==> config.mk <==
export PLATFORM = sky130hd
export DESIGN_NAME = ifu_fetch
export DESIGN_NICKNAME = d
export VERILOG_FILES = /design/src/rtl/ifu_fetch.sv
export SDC_FILE = /design/constraint.sdc
export NUM_CORES = 1
export LEC_CHECK = 0
export CAP_MARGIN = 20
export CORE_ASPECT_RATIO = 0.75
export CORE_MARGIN = 1
export CORE_UTILIZATION = 40
export CTS_CLUSTER_SIZE = 25
export DETAILED_ROUTE_END_ITERATION = 10
export PLACE_DENSITY = 0.89
export SETUP_SLACK_MARGIN = 0.05
export SLEW_MARGIN = 20
export SYNTH_ARGS = -nofsm -noshare
export SYNTH_HDL_FRONTEND = slang
export SYNTH_SLANG_ARGS = --single-unit
export TNS_END_PERCENT = 20
==> constraint.sdc <==
create_clock -name clk -period 1.8 [get_ports clk]
set_input_delay 0.18 -clock clk [delete_from_list [all_inputs] [get_ports clk]]
set_output_delay 0.18 -clock clk [all_outputs]
set_load 0.005 [all_outputs]
==> src/rtl/ifu_fetch.sv <==
// Instruction fetch unit: owns the PC, issues one outstanding fetch at a time
// and hands each instruction with its PC to decode over valid/ready.
module ifu_fetch #(
  parameter int unsigned     XLEN     = 32,
  parameter logic [XLEN-1:0] RESET_PC = 32'h8000_0000
) (
  input  logic            clk,
  input  logic            rst_b,
  output logic            ifu_req_valid,
  input  logic            ifu_req_ready,
  output logic [XLEN-1:0] ifu_req_addr,
  input  logic            ifu_rsp_valid,
  input  logic [XLEN-1:0] ifu_rsp_data,
  output logic            ifu_inst_valid,
  input  logic            ifu_inst_ready,
  output logic [XLEN-1:0] ifu_inst,
  output logic [XLEN-1:0] ifu_pc,
  input  logic            redirect_valid,
  input  logic [XLEN-1:0] redirect_pc,
  input  logic            halt
);

  typedef enum logic [2:0] {
    IDLE,
    REQ,
    WAIT,
    HOLD,
    HALT
  } state_t;

  state_t          state;
  logic [XLEN-1:0] pc;
  logic            flush;       // next response belongs to an abandoned request
  logic            halt_pend;   // halt seen while a response is still owed

  logic            halt_eff;
  logic [XLEN-1:0] redirect_target;

  assign halt_eff        = halt | halt_pend;
  assign redirect_target = {redirect_pc[XLEN-1:2], 2'b00};

  // Request valid is decoded from state only, so it never depends on ready.
  assign ifu_req_valid  = (state == REQ);
  assign ifu_req_addr   = pc;
  assign ifu_inst_valid = (state == HOLD) && !redirect_valid && !halt;

  // NOTE: all state below is updated with non-blocking assignments so every
  // branch reads the pre-edge values of pc/state/flush regardless of order.
  always_ff @(posedge clk) begin
    if (!rst_b) begin
      state     <= IDLE;
      pc        <= RESET_PC;
      flush     <= 1'b0;
      halt_pend <= 1'b0;
      ifu_inst  <= '0;
      ifu_pc    <= RESET_PC;
    end else begin
      unique case (state)
        IDLE: begin
          if (halt_eff) begin
            state <= HALT;
          end else begin
            if (redirect_valid) pc <= redirect_target;
            state <= REQ;
          end
        end

        REQ: begin
          if (halt_eff) begin
            if (ifu_req_ready) begin
              flush     <= 1'b1;
              halt_pend <= 1'b1;
              state     <= WAIT;
            end else begin
              state <= HALT;
            end
          end else if (redirect_valid) begin
            pc <= redirect_target;
            if (ifu_req_ready) begin
              flush <= 1'b1;
              state <= WAIT;
            end
          end else if (ifu_req_ready) begin
            state <= WAIT;
          end
        end

        WAIT: begin
          if (halt_eff) begin
            halt_pend <= 1'b1;
            if (ifu_rsp_valid) begin
              flush <= 1'b0;
              state <= HALT;
            end else begin
              flush <= 1'b1;
            end
          end else if (redirect_valid) begin
            pc <= redirect_target;
            if (ifu_rsp_valid) begin
              flush <= 1'b0;
              state <= REQ;
            end else begin
              flush <= 1'b1;
            end
          end else if (ifu_rsp_valid) begin
            if (flush) begin
              flush <= 1'b0;
              state <= REQ;
            end else begin
              ifu_inst <= ifu_rsp_data;
              ifu_pc   <= pc;
              state    <= HOLD;
            end
          end
        end

        HOLD: begin
          if (halt_eff) begin
            state <= HALT;
          end else if (redirect_valid) begin
            pc    <= redirect_target;
            state <= REQ;
          end else if (ifu_inst_ready) begin
            pc    <= pc + XLEN'(4);
            state <= REQ;
          end
        end

        HALT: state <= HALT;

        default: state <= IDLE;
      endcase
    end
  end

endmodule

[Word-level counts from Yosys, hierarchy flattened]
Cells that the tools add are included.
Cells by class
  equal/unequal tests: 16
  reductions and logical operators: 13
  bitwise gates (word level): 4
  add/sub/neg operators: 1
  multiplexer cells: 32
Operators by type and width (number)
  2-to-1 mux 32 bit: 5
  case mux 32 bit (2 select lines): 1
  2-to-1 mux 3 bit: 12
  adder 32 x 3 -> 32 bit, second input constant: 1
  case mux 3 bit (5 select lines): 1
  2-to-1 mux 1 bit: 10
  AND reduction 5 bit: 2
  != test 2 bit, second input constant: 4
  != test 4 bit, second input constant: 2
  == test 3 x 2 -> 1 bit, second input constant: 2
  != test 2 x 1 -> 1 bit, second input constant: 3
  != test 3 x 1 -> 1 bit, second input constant: 2
  AND reduction 3 bit: 2
  case mux 1 bit (2 select lines): 2
  AND reduction 4 bit: 1
  nonzero test 2 bit: 2
  == test 3 x 1 -> 1 bit, second input constant: 1
  == test 3 bit, second input constant: 1
  logical NOT 3 bit: 1
  != test 3 bit, second input constant: 1
  NOT 1 bit: 3
  OR reduction 3 bit: 1
  logical AND 1 bit: 2
  logical NOT 1 bit: 2
  other kinds (2): 2
Word-level totals
  register bits: 101
  word-level logic and storage cells: 72
  output and inout port bits: 98

[Depth between registers and ports, before layout]
Gate-level depths: netlist of the first run.
  depth in word-level cells: 5
  gate-level depth with buffers: 8

[Worst setup path after synthesis of the first run]
OpenSTA, ideal clock, no wires.
  path type: reg2reg
  start: register pc[2] (netlist: ifu_req_addr[2])
  end: register pc[28] (netlist: ifu_req_addr[28])
  data arrival time: 1716 ps
  data required time: 1736 ps
  setup time: 64 ps
  setup slack: 20 ps
  cell stages (with the launch flop): 7
  cells stage by stage: dfxtp_1 > ha_1 > nand3_1 > nor4_4 > nand3_2 > o311a_1 > nor2_1
On the way
  longest elaborated chain between the ends: 5
Ends and longest elaborated chain
  start: declaration: RTL line 32  | logic [XLEN-1:0] pc;
  start signal: assignment: RTL line 63  | if (redirect_valid) pc <= redirect_target;
  start signal: assignment: RTL line 78  | pc <= redirect_target;
  start signal: assignment: RTL line 98  | pc <= redirect_target;
  adder 32 x 3 -> 32 bit: RTL line 124  | pc <= pc + XLEN'(4);
  2-to-1 mux 32 bit: RTL line 123  | end else if (ifu_inst_ready) begin
  2-to-1 mux 32 bit: RTL line 120  | end else if (redirect_valid) begin
  2-to-1 mux 32 bit: RTL line 118  | if (halt_eff) begin
  case mux 32 bit (2 select lines): RTL line 58  | unique case (state)
No other way between the ends. The select of a mux whose other input is x is not followed.
A chain may end at the register's enable or synchronous reset.

[Final worst setup path of the first run]
  start: register state[2]
  end: output ifu_req_valid
On the way
  longest elaborated chain between the ends: 1
Ends and longest elaborated chain
  start: declaration: RTL line 31  | state_t state;
  start signal: assignment: RTL line 51  | state <= IDLE;
  start signal: assignment: RTL line 61  | state <= HALT;
  start signal: assignment: RTL line 64  | state <= REQ;
  == test 3 x 1 -> 1 bit: RTL line 43  | assign ifu_req_valid = (state == REQ);
  end: declaration: RTL line 9  | output logic ifu_req_valid,
No other way between the ends.

==> results of run 1 <==
synth_stat cells (all sizes together), types with 4 or more instances:
cell type / number / share of area [%]
nor4: 7 / 1.3
nand2b: 4 / 0.56
and3: 4 / 0.56
nand3: 26 / 3.4
dfxtp: 97 / 43
nor2: 27 / 2.3
nand4: 15 / 2.1
mux2: 4 / 1.0
or3: 5 / 0.70
a21oi: 89 / 10
clkbuf: 24 / 2.0
o22ai: 4 / 0.56
buf: 27 / 3.4
o21ai: 17 / 1.9
nor3: 12 / 2.0
and4: 4 / 0.78
nand2: 156 / 13
a31oi: 11 / 1.5
power by group:
group          switching [mW]  total, mW  internal, mW  leakage, nW
sequential             0.0509       2.25          2.20        0.788
combinational           0.261      0.618         0.357         1.59
clock                   0.848       1.97          1.12        0.149
cell type report:
type                       count  area (µm²)  area share, %
sequential                    97        1949          27.66
multi-input combinational    438        2350          33.35
clock inverter                 6       65.06         0.9233
inverter                       2       7.507         0.1065
clock buffer                  10       239.0          3.391
tap                          140       175.2          2.486
timing repair buffer         233        2261          32.08
per-layer routing:
| layer | global-route usage (%) | part of all wire [%] |
|---|---|---|
| met5 | 0 | 0 |
| met4 | 6.647 | 1.1 |
| met3 | 6.341 | 9.5 |
| met2 | 38.26 | 46 |
| met1 | 31.95 | 44 |
registers in the layout, indices dropped and copies added (netlist names):
register,cells
ifu_inst,32
ifu_pc,30
ifu_req_addr,30
state,3
flush,1
halt_pend,1
worst paths after layout:
check,slack [ns],end,from,cells after the start
max reg2reg,0.08,ifu_req_addr[12]$_SDFFE_PN0P_,ifu_req_addr[3]$_SDFFE_PN0P_,6
max,0.08,ifu_req_valid,state[2]$_SDFFE_PN0P_,3
min,0.39,ifu_inst[14]$_SDFFE_PN0P_,ifu_rsp_data[14],3
min reg2reg,0.45,ifu_inst[26]$_SDFFE_PN0P_,ifu_inst[26]$_SDFFE_PN0P_,2
what timing repair did:
item	CTS	global route
gates resized for setup	5	9
buffers inserted	0	2
pin swaps	0	2
setup endpoints to repair	3	16
gates cloned	0	0
worst max-delay path: stages, from the launching register on:
cell             delay (ns)
dfxtp_2                0.34
buf_4                  0.17
nor3b_2                0.18
clkdlybuf4s50_1        0.52
cells by family (layout without fill, tap and decap cells):
kind of cell / Yosys count / count (layout)
buffers and inverters: 53 / 251
AND/OR/NAND/NOR: 280 / 280
flip-flops: 97 / 97
other: 1 / 4
multiplexers: 5 / 5
adder cells (fa/ha/maj): 1 / 1
AO/OA/AOI/OAI: 148 / 148
stage by stage:
stage / util [%] / std cells / instance area (µm²) / TNS, ns
floorplan: - / 588 / 4486 / 0
global placement: 61.35 / 908 / 6688 / -7.402
detailed placement: 61.35 / 908 / 6688 / -11.93
CTS: 64.27 / 924 / 7005 / 0
global route: 64.65 / 926 / 7047 / 0
finish: 64.65 / 926 / 7047 / 0
==> reports/metrics.csv, run 1 <==
metric,value,unit
die_h,93.60,µm
worstSetupPathType,register to output pin,
antenna_found_initial,0,
cts_max_path_buffers,2,
powerDensity,685.8,nW/µm²
grt_setup_unrepaired,true,
period_share,95.66,%
hold_slack,0.3866,ns
drive_gt1_share,15.14,%
hold_buffers,0,
ir_drop,0.0004371,V
cp-start-kind,register,
syn_inst,585,
first_pass_iters,5,
synth_mux_area_share,1.230,%
clkTransAtPathRegs,0.07,ns
yosys_warnings,0,
hold_viol_final,0,
dp_hpwl,10050,µm
synth_compound_area_share,19.16,%
hold_class,primary input to register,
setup_viol,0,
grt_pass1_vias,4444,
viasPerCell,5.397,
cts_tree,done,
max_cap_violations,0,
cp_data_required_time,1.62,ns
path_max_fanout,8,
grt_pass1_wl,21900,µm
min_period,1.722,ns
avgSynthCellArea,7.648,µm²
worst_setup_path_end_kind,output pin,
gp_congestion,0.9129,
synth_xor_xnor_area_share,0,%
remaining_drc_errors,0,
cts.sinks,97,
port_buffers,162,
synth_ff_type,dfxtp_1,
area_growth,57.49,%
cp.arrival,1.54,ns
initial_utilization,41.05,%
coreArea,10900,µm²
synth_seq_cells,97,
synth_area,4474,µm²
dieArea,11620,µm²
drt_iter0_markers,442,
overflow,0,
cts_buffers,9,
final_cell_mix,"161 x clkdlybuf4s50_1, 156 x nand2_1, 91 x dfxtp_1, 89 x a21oi_1, 61 x buf_4",
nFillCells,915,
p_leak,2.528,nW
nets,853,
ys_seq_area_share,43.40,%
htreeDepth,3,
layout_commonest_cell,clkdlybuf4s50_1,
clk_root_buffer_cell,clkbuf_16,
synth_fa_ha_area_share,0.2796,%
die_w,124.1,µm
slew_violations,0,
num_io_pins,169,
ant_nets,0,
synth_top_family_by_area,simple AND/OR/NAND/NOR gates,
fin_skew,0.009905,ns
grt_max_degree,40,
via_count,4998,
wl_per_cell,15.45,µm
setup_slack,0.07804,ns
drt-total-wl,14310,µm
fmax,580.7,MHz
clkLatencyLatePin,0.34,ns
synth_cell_type_count,62,
async_flop_share,0,%
synthSimpleGateAreaFrac,30.29,%
pre_cts_ws,-0.2133,ns
power.total,4.832,mW
status,completed,
grt.total_usage,24.09,%
synth-edff-count,0,
rows,33,
n_antenna_cell,0,
(Power assumes the default switching activity.)
==> inputs of run 2 (changes only) <==
--- a/config.mk
+++ b/config.mk
@@ -11,7 +11,7 @@
 export CORE_UTILIZATION = 40
 export CTS_CLUSTER_SIZE = 25
 export DETAILED_ROUTE_END_ITERATION = 10
-export PLACE_DENSITY = 0.89
+export PLACE_DENSITY = 0.77
 export SETUP_SLACK_MARGIN = 0.05
 export SLEW_MARGIN = 20
 export SYNTH_ARGS = -nofsm -noshare
==> run 2 against run 1 <==
Global-route usage increased by 0.74 points. Largest cell class unchanged. Core utilization decreased by 0.57 points. Wire length decreased by 0.29%. Highest routed layer unchanged.
==> reports/metrics.csv, run 2 (synthesis gave the netlist of run 1 again) <==
metric,value,unit
die_h,93.60,µm
fmax,576.0,MHz
initial_utilization,41.05,%
cp_data_required_time,2.07,ns
cpLargestDelayFamily,simple AND/OR/NAND/NOR gates,
p_leak,2.484,nW
path_cells,buf_4 > nand4_1 > buf_4 > nor3_1 > nand4_1 > a21o_1 > a21oi_1,
multi_input_area,2352,µm²
antenna_found_initial,0,
hold_class,primary input to register,
cts_max_path_buffers,2,
cts_buffers,9,
first_pass_iters,5,
critPathCapture,ifu_req_addr[19]$_SDFFE_PN0P_,
clk_root_buffer_cell,clkbuf_16,
fin_skew,0.007173,ns
final_core_util,64.07,%
dp_hpwl,10260,µm
timing.rr.end,ifu_req_addr[19]$_SDFFE_PN0P_,
max_stage_delay,0.34,ns
port_buffers,162,
hold_viol_final,0,
remaining_drc_errors,0,
via_count,4959,
wl_per_cell,15.60,µm
cp.arrival,2.00,ns
rr_worst_depth,7,
postCtsSetupRepairBufs,0,
cp-startpoint,ifu_req_addr[3]$_SDFFE_PN0P_,
grt_setup_unrepaired,true,
gp_congestion,0.8659,
worst_setup_path_end_kind,register,
clkLatencyLatePin,0.34,ns
crit_slowest_cell,dfxtp_1,
dieArea,11620,µm²
min_period,1.736,ns
max_cap_violations,0,
grt_max_degree,36,
n_antenna_cell,0,
rrSetupSlack,0.06,ns
setup_viol,0,
grt.total_usage,24.83,%
htreeDepth,3,
ir_drop,0.0006554,V
slew_violations,0,
regMostFlops,ifu_inst,
clkTransAtPathRegs,0.07,ns
viasPerCell,5.420,
r2r_start,ifu_req_addr[3]$_SDFFE_PN0P_,
hold_slack,0.3901,ns
crit_buf_inv,2,
rows,33,
nets,842,
num_io_pins,169,
overflow,0,
path_depth,7,
drive_gt1_share,13.94,%
worstSetupPathType,register to register,
path_max_fanout,6,
grt_pass1_wl,22510,µm
layout_commonest_cell,clkdlybuf4s50_1,
nFillCells,915,
grt_pass1_vias,4603,
drt_iter0_markers,503,
cts.sinks,97,
final_cell_mix,"160 x clkdlybuf4s50_1, 156 x nand2_1, 91 x dfxtp_1, 89 x a21oi_1, 52 x buf_4",
drt-total-wl,14270,µm
cp-start-kind,register,
powerDensity,709.2,nW/µm²
ant_nets,0,
die_w,124.1,µm
largest_reg_flops,32,
cts_tree,done,
coreArea,10900,µm²
period_share,96.46,%
seq_area,1954,µm²
area_growth,56.10,%
status,completed,
-- run 2: worst min-delay path by stage --
stage | startpoint | slack [ns] | end | depth (start not counted)
CTS | ifu_rsp_data[8] | 0.38 | ifu_inst[8]$_SDFFE_PN0P_ | 3
global route | ifu_rsp_data[9] | 0.39 | ifu_inst[9]$_SDFFE_PN0P_ | 3
finish | ifu_rsp_data[1] | 0.39 | ifu_inst[1]$_SDFFE_PN0P_ | 3
floorplan | ifu_rsp_valid | 0.28 | flush$_SDFFE_PN0P_ | 1
detailed placement | ifu_inst[5]$_SDFFE_PN0P_ | 0.44 | ifu_inst[5]$_SDFFE_PN0P_ | 2
global placement | ifu_pc[6]$_SDFFE_PN0P_ | 0.44 | ifu_pc[6]$_SDFFE_PN0P_ | 2
-- run 2: what timing repair did --
item | in CTS | in global routing
gates cloned | 0 | 0
setup endpoints to repair | 8 | 43
gates resized for setup | 4 | 12
hold buffers | 0 | 0
pin swaps | 0 | 3
-- run 2: area by class of cell --
cell class                 count  share of cell area (%)
sequential                    97                   27.98
tap                          140                   2.508
timing repair buffer         222                   30.99
clock buffer                  10                   3.422
clock inverter                 6                   1.308
multi-input combinational    438                   33.68
inverter                       2                  0.1075
-- run 2: tightest hold or removal path: stages --
cell and delay (ns):
clkdlybuf4s50_1 0.40, nand2_1 0.05, a21oi_1 0.05
-- run 2: metal layers --
metal	vias up	track usage (%)	wire length (µm)
li1	2410	-	-
met1	2339	32.03	6405
met2	188	40.52	6674
met3	22	5.488	946
met4	0	8.631	244
met5	-	0	0
-- run 2: power by group --
part | internal (mW) | switching, mW | total [mW]
clock network | 1.26 | 0.843 | 2.10
registers | 2.20 | 0.0529 | 2.25
logic | 0.344 | 0.257 | 0.601
total | 3.80 | 1.15 | 4.95
-- run 2: stage by stage --
step / cell area [µm²] / setup TNS [ns] / setup slack [ns] / std cells / power (mW)
final: 6984 / 0 / 0.06381 / 915 / 4.953
after global routing: 6984 / 0 / 0.01231 / 915 / 5.153
after CTS: 6950 / 0 / 0.03496 / 915 / 4.990
after detailed placement: 6608 / -13.03 / -0.2516 / 899 / 2.886
after global placement: 6608 / -5.584 / -0.1610 / 899 / 2.871
after floorplan: 4486 / 0 / 0.04202 / 588 / 2.508
==> inputs of run 3 (changes only) <==
--- a/config.mk
+++ b/config.mk
@@ -12,6 +12,7 @@
 export CTS_CLUSTER_SIZE = 25
 export DETAILED_ROUTE_END_ITERATION = 10
 export PLACE_DENSITY = 0.77
+export RECOVER_POWER = 25
 export SETUP_SLACK_MARGIN = 0.05
 export SLEW_MARGIN = 20
 export SYNTH_ARGS = -nofsm -noshare
==> run 3 against run 2 <==
Sequential cell count did not move. Clock skew barely moved. Die area did not move. Fmax rose by 0.11%. Setup slack improved by 0.0019 ns. Wire length fell by 0.43%. First-iteration DRC count fell by 16%. Cell area did not move. Global-route usage did not move. Cell count did not move. Core utilization did not move. Sequential power barely moved.
==> reports/metrics.csv, run 3 (synthesis gave the netlist of run 1 again) <==
metric,value,unit
dieArea,11620,µm²
ir_drop,0.0006555,V
timing.rr.end,ifu_req_addr[19]$_SDFFE_PN0P_,
grt_max_degree,36,
remaining_drc_errors,0,
antenna_found_initial,0,
worstSetupPathType,register to register,
htreeDepth,3,
largest_reg_flops,32,
ant_nets,0,
clkLatencyLatePin,0.34,ns
min_period,1.734,ns
rrSetupSlack,0.07,ns
seq_area,1954,µm²
die_h,93.60,µm
setup_viol,0,
grt_setup_unrepaired,true,
switching_power,1.149,mW
initial_utilization,41.05,%
die_w,124.1,µm
seq_power_share,45.4,%
cts.sinks,97,
num_io_pins,169,
rr_worst_depth,7,
multi_input_area,2352,µm²
dp_hpwl,10260,µm
port_buffers,162,
fin_setup_tns,0,ns
layout_commonest_cell,nand2_1,
slew_violations,0,
overflow,0,
clkTransAtPathRegs,0.07,ns
postCtsSetupRepairBufs,0,
worst_setup_path_end_kind,register,
rows,33,
cp_data_required_time,2.07,ns
wl_per_cell,15.53,µm
clk_root_buffer_cell,clkbuf_16,
fin_cells,915,
viasPerCell,5.434,
n_antenna_cell,0,
powerDensity,708.5,nW/µm²
period_share,96.35,%
cts_max_path_buffers,2,
first_pass_iters,7,
path_max_fanout,6,
post-place-cells,899,
drive_gt1_share,13.94,%
worstHoldStart,ifu_rsp_data[4],
drt-total-wl,14210,µm
via_count,4972,
cts_tree,done,
cts_buffers,9,
area_growth,56.10,%
hold_end,ifu_inst[4]$_SDFFE_PN0P_,
fmax,576.6,MHz
final_cell_mix,"156 x nand2_1, 115 x clkdlybuf4s50_1, 91 x dfxtp_1, 89 x a21oi_1, 52 x buf_4",
nFillCells,915,
hold_slack,0.3902,ns
hold_class,primary input to register,
cp-start-kind,register,
max_cap_violations,0,
cp.arrival,2.01,ns
pwr-share-clk,42.4,%
hold_depth,3,
hold_viol_final,0,
grt_pass1_vias,4603,
status,completed,
p_sw_share,23.22,%
nets,842,
coreArea,10900,µm²
regMostFlops,ifu_inst,
r2r_start,ifu_req_addr[3]$_SDFFE_PN0P_,
fin_skew,0.007109,ns
drt_iter0_markers,425,
power.internal,3.799,mW
grt.total_usage,24.83,%
grt_pass1_wl,22510,µm
pwr-share-comb,12.1,%
gp_congestion,0.8659,
p_leak,2.633,nW
==> run 3: cell types whose count changed in the layout (fill, tap and decap cells not counted), sizes merged <==
cell,before,now
clkdlybuf4s50,160,115
dlygate4sd3,0,45
==> run 3: layout make-up <==
class                           instances  area share [%]
Clock buffer                           10           3.422
Clock inverter                          6           1.308
Inverter                                2          0.1075
Multi-Input combinational cell        438           33.68
Sequential cell                        97           27.98
Tap cell                              140           2.508
Timing Repair Buffer                  222           30.99
==> run 3: how the worst max path moves through the flow <==
stage               depth (start not counted)                             to                         start
floorplan                                   6  ifu_req_addr[20]$_SDFFE_PN0P_  ifu_req_addr[2]$_SDFFE_PN0P_
global placement                            6  ifu_req_addr[13]$_SDFFE_PN0P_                redirect_valid
detailed placement                          6  ifu_req_addr[24]$_SDFFE_PN0P_                redirect_valid
CTS                                         3                 ifu_inst_valid         state[2]$_SDFFE_PN0P_
global route                                7  ifu_req_addr[27]$_SDFFE_PN0P_  ifu_req_addr[3]$_SDFFE_PN0P_
finish                                      7  ifu_req_addr[19]$_SDFFE_PN0P_  ifu_req_addr[3]$_SDFFE_PN0P_
==> run 3: what timing repair did <==
item / 4_1_cts / 5_1_grt
pin swaps: 0 / 3
setup endpoints to repair: 8 / 43
hold buffers: 0 / 0
gates resized for setup: 4 / 12
==> run 3: layer usage <==
| layer | up-vias | share of wire (%) | track usage [%] |
|---|---|---|---|
| li1 | 2413 | - | - |
| met5 | - | 0 | 0 |
| met3 | 24 | 7.5 | 5.488 |
| met2 | 193 | 47 | 40.52 |
| met1 | 2342 | 44 | 32.03 |
| met4 | 0 | 1.8 | 8.631 |
==> run 3: power by group through the flow <==
stage / clock network [mW] / registers (mW) / logic [mW]
after floorplan: 0 / 2.30 / 0.208
after global placement: 0 / 2.29 / 0.579
after detailed placement: 0 / 2.29 / 0.593
after CTS: 2.15 / 2.25 / 0.597
after global routing: 2.25 / 2.25 / 0.646
final: 2.10 / 2.25 / 0.600
==> run 3: through the flow <==
stage / utilization [%] / area (µm²) / power [mW] / worst slack (ns)
3_5_place_dp: 60.62 / 6608 / 2.886 / -0.2516
3_3_place_gp: 60.62 / 6608 / 2.871 / -0.1610
6_report: 64.07 / 6984 / 4.948 / 0.06570
4_1_cts: 63.76 / 6950 / 4.990 / 0.03496
5_1_grt: 64.07 / 6984 / 5.152 / 0.01231
2_1_floorplan: - / 4486 / 2.508 / 0.04202
==> run 3: critical path: stages (launching register included) <==
cell	delay [ns]
dfxtp_1	0.34
buf_4	0.15
nand4_1	0.16
buf_4	0.18
nor3_1	0.34
nand4_1	0.20
a21o_1	0.19
a21oi_1	0.10
